## src/rtl/avgpool_pkg.sv

```systemverilog
// Shared types and elaboration-time sizing helpers for the average-pooling stream controller.
package avgpool_pkg;

  typedef enum logic [1:0] {
    StLoad,
    StAccum,
    StEmit
  } state_e;

  function automatic int out_dim(int in_dim, int k, int stride);
    return (in_dim - k) / stride + 1;
  endfunction

  function automatic int acc_width(int width, int k);
    return width + $clog2(k * k) + 1;
  endfunction

  // Counter width that stays legal when the count range collapses to a single value.
  function automatic int cnt_width(int n);
    return (n > 1) ? $clog2(n) : 1;
  endfunction

endpackage

```

## src/rtl/avgpool_round.sv

```systemverilog
// Divides a window sum by K*K, rounding half away from zero, and truncates to WIDTH bits.
module avgpool_round #(
  parameter int WIDTH     = 16,
  parameter int ACC_WIDTH = 19,
  parameter int K         = 2
) (
  input  logic signed [ACC_WIDTH-1:0] sum,
  output logic        [WIDTH-1:0]     rounded
);

  localparam int D = K * K;

  logic                 neg;
  logic [ACC_WIDTH-1:0] mag;
  logic [ACC_WIDTH-1:0] quo;

  always_comb begin
    neg     = sum[ACC_WIDTH-1];
    mag     = neg ? ACC_WIDTH'(-sum) : ACC_WIDTH'(sum);
    quo     = (mag + ACC_WIDTH'(D / 2)) / ACC_WIDTH'(D);
    rounded = WIDTH'(neg ? -quo : quo);
  end

endmodule

```

## src/rtl/avgpool_stream_ctrl.sv

```systemverilog
// Streaming average pool: buffers one full frame, then walks each KxK window one element
// per cycle and hands out one rounded average per output handshake.
module avgpool_stream_ctrl
  import avgpool_pkg::*;
#(
  parameter int CH     = 1,
  parameter int IN_H   = 4,
  parameter int IN_W   = 4,
  parameter int K      = 2,
  parameter int STRIDE = 2,
  parameter int WIDTH  = 16
) (
  input  logic             clk,
  input  logic             rst,
  input  logic             in_valid,
  output logic             in_ready,
  input  logic [WIDTH-1:0] in_data,
  output logic             out_valid,
  input  logic             out_ready,
  output logic [WIDTH-1:0] out_data,
  output logic             out_last,
  output logic             busy
);

  if (K < 1 || STRIDE < 1 || K > IN_H || K > IN_W) begin : gen_bad_params
    $fatal(1, "avgpool_stream_ctrl: K/STRIDE illegal for the input size");
  end

  localparam int OUT_H     = out_dim(IN_H, K, STRIDE);
  localparam int OUT_W     = out_dim(IN_W, K, STRIDE);
  localparam int ACC_WIDTH = acc_width(WIDTH, K);
  localparam int NELEM     = CH * IN_H * IN_W;
  localparam int AW        = cnt_width(NELEM);
  localparam int CW        = cnt_width(CH);
  localparam int HW        = cnt_width(OUT_H);
  localparam int WW        = cnt_width(OUT_W);
  localparam int KCW       = cnt_width(K);

  state_e                       state_q, state_d;
  logic [AW-1:0]                load_q, load_d;
  logic [CW-1:0]                c_q, c_d;
  logic [HW-1:0]                oh_q, oh_d;
  logic [WW-1:0]                ow_q, ow_d;
  logic [KCW-1:0]               kh_q, kh_d;
  logic [KCW-1:0]               kw_q, kw_d;
  logic signed [ACC_WIDTH-1:0]  acc_q, acc_d;
  logic [WIDTH-1:0]             out_data_q, out_data_d;
  logic                         out_last_q, out_last_d;

  logic [WIDTH-1:0]             mem [NELEM];
  int                           row, col, rd_idx;
  logic signed [WIDTH-1:0]      elem;
  logic signed [ACC_WIDTH-1:0]  acc_sum;
  logic [WIDTH-1:0]             rounded;
  logic                         first_tap, last_out;

  // Channel-major raster address of the current window tap.
  always_comb begin
    row     = int'(oh_q) * STRIDE + int'(kh_q);
    col     = int'(ow_q) * STRIDE + int'(kw_q);
    rd_idx  = (int'(c_q) * IN_H + row) * IN_W + col;
    elem    = mem[AW'(rd_idx)];
    first_tap = (kh_q == '0) && (kw_q == '0);
    acc_sum = (first_tap ? '0 : acc_q) + ACC_WIDTH'(elem);
    last_out = (c_q == CW'(CH - 1)) && (oh_q == HW'(OUT_H - 1)) && (ow_q == WW'(OUT_W - 1));
  end

  avgpool_round #(
    .WIDTH    (WIDTH),
    .ACC_WIDTH(ACC_WIDTH),
    .K        (K)
  ) u_round (
    .sum    (acc_sum),
    .rounded(rounded)
  );

  always_comb begin
    state_d    = state_q;
    load_d     = load_q;
    c_d        = c_q;
    oh_d       = oh_q;
    ow_d       = ow_q;
    kh_d       = kh_q;
    kw_d       = kw_q;
    acc_d      = acc_q;
    out_data_d = out_data_q;
    out_last_d = out_last_q;
    unique case (state_q)
      StLoad: begin
        if (in_valid) begin
          if (load_q == AW'(NELEM - 1)) begin
            load_d  = '0;
            c_d     = '0;
            oh_d    = '0;
            ow_d    = '0;
            kh_d    = '0;
            kw_d    = '0;
            state_d = StAccum;
          end else begin
            load_d = load_q + AW'(1);
          end
        end
      end
      StAccum: begin
        acc_d = acc_sum;
        if (kw_q == KCW'(K - 1)) begin
          kw_d = '0;
          if (kh_q == KCW'(K - 1)) begin
            kh_d       = '0;
            out_data_d = rounded;
            out_last_d = last_out;
            state_d    = StEmit;
          end else begin
            kh_d = kh_q + KCW'(1);
          end
        end else begin
          kw_d = kw_q + KCW'(1);
        end
      end
      StEmit: begin
        if (out_ready) begin
          state_d = StAccum;
          if (ow_q == WW'(OUT_W - 1)) begin
            ow_d = '0;
            if (oh_q == HW'(OUT_H - 1)) begin
              oh_d = '0;
              if (c_q == CW'(CH - 1)) begin
                c_d     = '0;
                state_d = StLoad;
              end else begin
                c_d = c_q + CW'(1);
              end
            end else begin
              oh_d = oh_q + HW'(1);
            end
          end else begin
            ow_d = ow_q + WW'(1);
          end
        end
      end
      default: state_d = StLoad;
    endcase
  end

  always_ff @(posedge clk or posedge rst) begin
    if (rst) begin
      state_q    <= StLoad;
      load_q     <= '0;
      c_q        <= '0;
      oh_q       <= '0;
      ow_q       <= '0;
      kh_q       <= '0;
      kw_q       <= '0;
      acc_q      <= '0;
      out_data_q <= '0;
      out_last_q <= 1'b0;
    end else begin
      state_q    <= state_d;
      load_q     <= load_d;
      c_q        <= c_d;
      oh_q       <= oh_d;
      ow_q       <= ow_d;
      kh_q       <= kh_d;
      kw_q       <= kw_d;
      acc_q      <= acc_d;
      out_data_q <= out_data_d;
      out_last_q <= out_last_d;
    end
  end

  // Frame buffer is fully rewritten before any read, so it carries no reset.
  always_ff @(posedge clk) begin
    if (in_valid && (state_q == StLoad)) begin
      mem[load_q] <= in_data;
    end
  end

  assign in_ready  = (state_q == StLoad);
  assign out_valid = (state_q == StEmit);
  assign busy      = (state_q != StLoad);
  assign out_data  = out_data_q;
  assign out_last  = out_last_q;

endmodule

```

## config.mk

```make
export PLATFORM = sky130hd
export DESIGN_NAME = avgpool_stream_ctrl
export DESIGN_NICKNAME = d
export VERILOG_FILES = /design/src/rtl/avgpool_pkg.sv /design/src/rtl/avgpool_round.sv /design/src/rtl/avgpool_stream_ctrl.sv
export SDC_FILE = /design/constraint.sdc
export NUM_CORES = 1
export LEC_CHECK = 0
export CORE_UTILIZATION = 41
export CTS_CLUSTER_DIAMETER = 30
export DETAILED_ROUTE_END_ITERATION = 6
export PLACE_DENSITY = 0.68
export SLEW_MARGIN = 20
export SYNTH_ARGS = -nofsm -noshare
export SYNTH_HDL_FRONTEND = slang
export SYNTH_HIERARCHICAL = 1
export SYNTH_SLANG_ARGS = --single-unit
```

## constraint.sdc

```tcl
create_clock -name clk -period 7.6 [get_ports clk]
set_input_delay 1.14 -clock clk [delete_from_list [all_inputs] [get_ports clk]]
set_output_delay 1.14 -clock clk [all_outputs]
set_load 0.005 [all_outputs]
```

==> key figures <==
Outcome
  – Status: finished clean

Global route
  – Pin count of the biggest net entering global routing: 47
  – Remaining Overflow, GRT: 0
  – Tot GR Track Use: 18.1%
  – Vias in the first global route: 8441
  – Global-route wire length before repair: 48600 um
  – Antenna violations before repair: 0

STA
  – Setup tns final: 0 ns
  – Fin crit period: 6.89 ns
  – Hold Violations, Final: 0
  – Endpoints failing setup: 0
  – Max Slew Vio Count: 0
  – RSZ-0062 raised after global routing: no
  – Clk_skew: 0.0344 ns
  – Worst slew pin tran: 1.13 ns
  – Tcrit/Tclk final: 90.7%
  – Rel. slew slack: 24.9%
  – Max Clock Freq: 0.145 GHz

CTS
  – Latest clock arrival within the worst-skew pair: 0.60 ns
  – Clock slew at reported path FFs: 0.04 ns
  – Clk buf depth: 3
  – CTS H-tree depth: 2
  – Hold_buf cts: 0
  – CTS buffer count: 61
  – Post-cts gate resize count: 0
  – Setup bufs post-CTS: 0
  – Clock sink count: 302
  – CTS tree: yes
  – Clock Tree Root: clkbuf_16

Worst setup path
  – Delay-heaviest family, CP: simple AND/OR/NAND/NOR gates
  – Crit end category: register
  – WP buf/inv: 3
  – Critical Path AT: 7.35 ns
  – CP Max Fanout: 26
  – CP Cell Sequence: buf_12, mux4_2, mux4_2, ha_1, and3_1, and3_1, a211oi_1, o21ai_1, xnor2_2, xor2_2, buf_4, inv_1, nor4b_1, a221oi_1, or4_1, nand2_1, nand4_1, o311ai_0, xnor2_1, mux2_1
  – CP peak stage delay: 0.83 ns
  – Crit path required time: 8.05 ns
  – Path depth of the worst reg2reg path: 20
  – Setup crit start kind: register
  – CP Depth: 20
  – Critical path class: register to register
  – Critical Path Slowest Stage Cell: dfrtp_2

Yosys
  – Post-Syn Area: 14100 um^2
  – Post-synth top cells: edfxtp_1, mux4_2, dfrtp_1
  – Mapped Nets: 922
  – Sequential share of the synthesized area: 62.8%
  – Share of the synthesized area in the top cell type: 54.7%
  – Post-synth top area cell: edfxtp_1
  – Post-synth top flop: edfxtp_1
  – Distinct cell type count after synthesis: 74
  – Mapped Cells: 876
  – Synth top area cells: edfxtp_1, mux4_2, dfrtp_1, xnor2_1, ha_1
  – Yosys warns: 6
  – Flops & latches, synth: 302
  – Post-synth EDFFs: 256
  – Fraction of registers with async set/reset: 15.2%
  – Cell with the most instances after synthesis: edfxtp_1
  – Post-Syn Area per Cell: 16.1 um^2

Detailed routing
  – Via count: 8201
  – Initial detailed-routing violation count: 771
  – Drt drc: 0
  – Via density: 5.61
  – Wire length per cell: 21.3 um
  – Post-route ant nets: 0
  – Final WL: 31200 um
  – Initial DRT Pass Iterations: 6

Run
  – Max Cap Violations: 0

Min path
  – Type of the tightest min-delay check: register to register
  – Hold Crit Depth: 1

Layout
  – Syn-to-layout area delta: 22.5%
  – Share of cells above drive strength 1: 24.8%
  – Filler instances: 2708
  – Diode count: 0
  – NumNets Final: 1008

Floorplan
  – Rows: 67
  – Die ar.: 35000 um^2
  – Die height: 187 um
  – Io pins: 40
  – Initial Util: 41.8%
  – Core area: 33600 um^2
  – Chip width: 187 um

Placement
  – Detailed placement HPWL: 18400 um
  – GP Congestion: 0.904
  – Input/output buffers: 39
==> registers in the layout, indices dropped and copies added, names as in the netlist <==
register	cells
oh_q	1
acc_q	19
state_q	2
out_last	1
out_data	16
load_q	4
mem	256
ow_q	1
kh_q	1
kw_q	1
==> stage by stage <==
stage               cells  hold WS (ns)  util, %  area, um^2  worst slack (ns)
detailed placement   1345         0.478     44.7       15000             0.494
global route         1463         0.504     51.2       17200             0.215
CTS                  1461         0.489     51.1       17200             0.466
global placement     1344         0.469     44.7       15000             0.681
finish               1463         0.487     51.2       17200             0.710
floorplan             876         0.444        -       14100             0.835
==> worst paths after layout <==
check                       startpoint     endpoint  slack [ns]
min in group asynchronous          rst     acc_q[7]        1.04
max in group asynchronous          rst         kw_q        5.96
max                               ow_q  out_data[8]        0.71
min reg2reg                out_data[6]  out_data[6]        0.49
max reg2reg                       ow_q  out_data[8]        0.71
min                        out_data[6]  out_data[6]        0.49
==> logic make-up (layout without fill, tap and decap cells) <==
logic type | after synthesis | after routing | synth area share, %
flip-flops | 302 | 302 | 62.8
AND/OR/NAND/NOR | 188 | 188 | 7.49
AO/OA/AOI/OAI | 124 | 124 | 6.01
multiplexers | 119 | 119 | 15.9
buffers and inverters | 63 | 202 | 1.97
XOR/XNOR | 54 | 54 | 3.42
adder cells (fa/ha/maj) | 26 | 26 | 2.37
==> layer usage <==
metal	part of all wire (%)	vias to the layer above	global-route usage (%)
met5	0	-	0
met4	2.4	0	6.27
met3	5.9	63	3.56
met2	51	256	30.8
met1	41	4203	23.1
li1	-	3679	-
==> layout by cell type (no fill, tap or decap), types with 10 or more instances in the layout <==
master           synthesis  layout
a21o_1                  10      10
a21oi_1                 26      26
and2_1                  23      16
buf_4                    2      20
clkbuf_16                0      61
clkdlybuf4s50_1          0      39
clkinv_2                 0      10
clkinvlp_4               0      10
dfrtp_1                 46      44
edfxtp_1               256     256
ha_1                    25      25
inv_1                   22      21
inv_6                    0      11
mux2_1                  20      20
mux2_2                  15      15
mux4_2                  80      80
nand2_1                 36      36
nand3_1                 10      10
nor2_1                  30      30
nor2b_1                 24      24
nor3_1                  12      12
o21ai_0                 22      22
xnor2_1                 41      41
xor2_1                  12      11
==> area by class of cell <==
class	instances	area (um^2)	share of cell area [%]
clock buffer	66	1570	9.09
clock inverter	50	578	3.36
inverter	22	83.8	0.487
multi-input combinational	511	4960	28.8
sequential	302	8840	51.3
tap	448	561	3.25
timing repair buffer	64	631	3.66
Power is not shown: default switching activity piles up to over one toggle a cycle in this logic, so the estimate is an artifact.
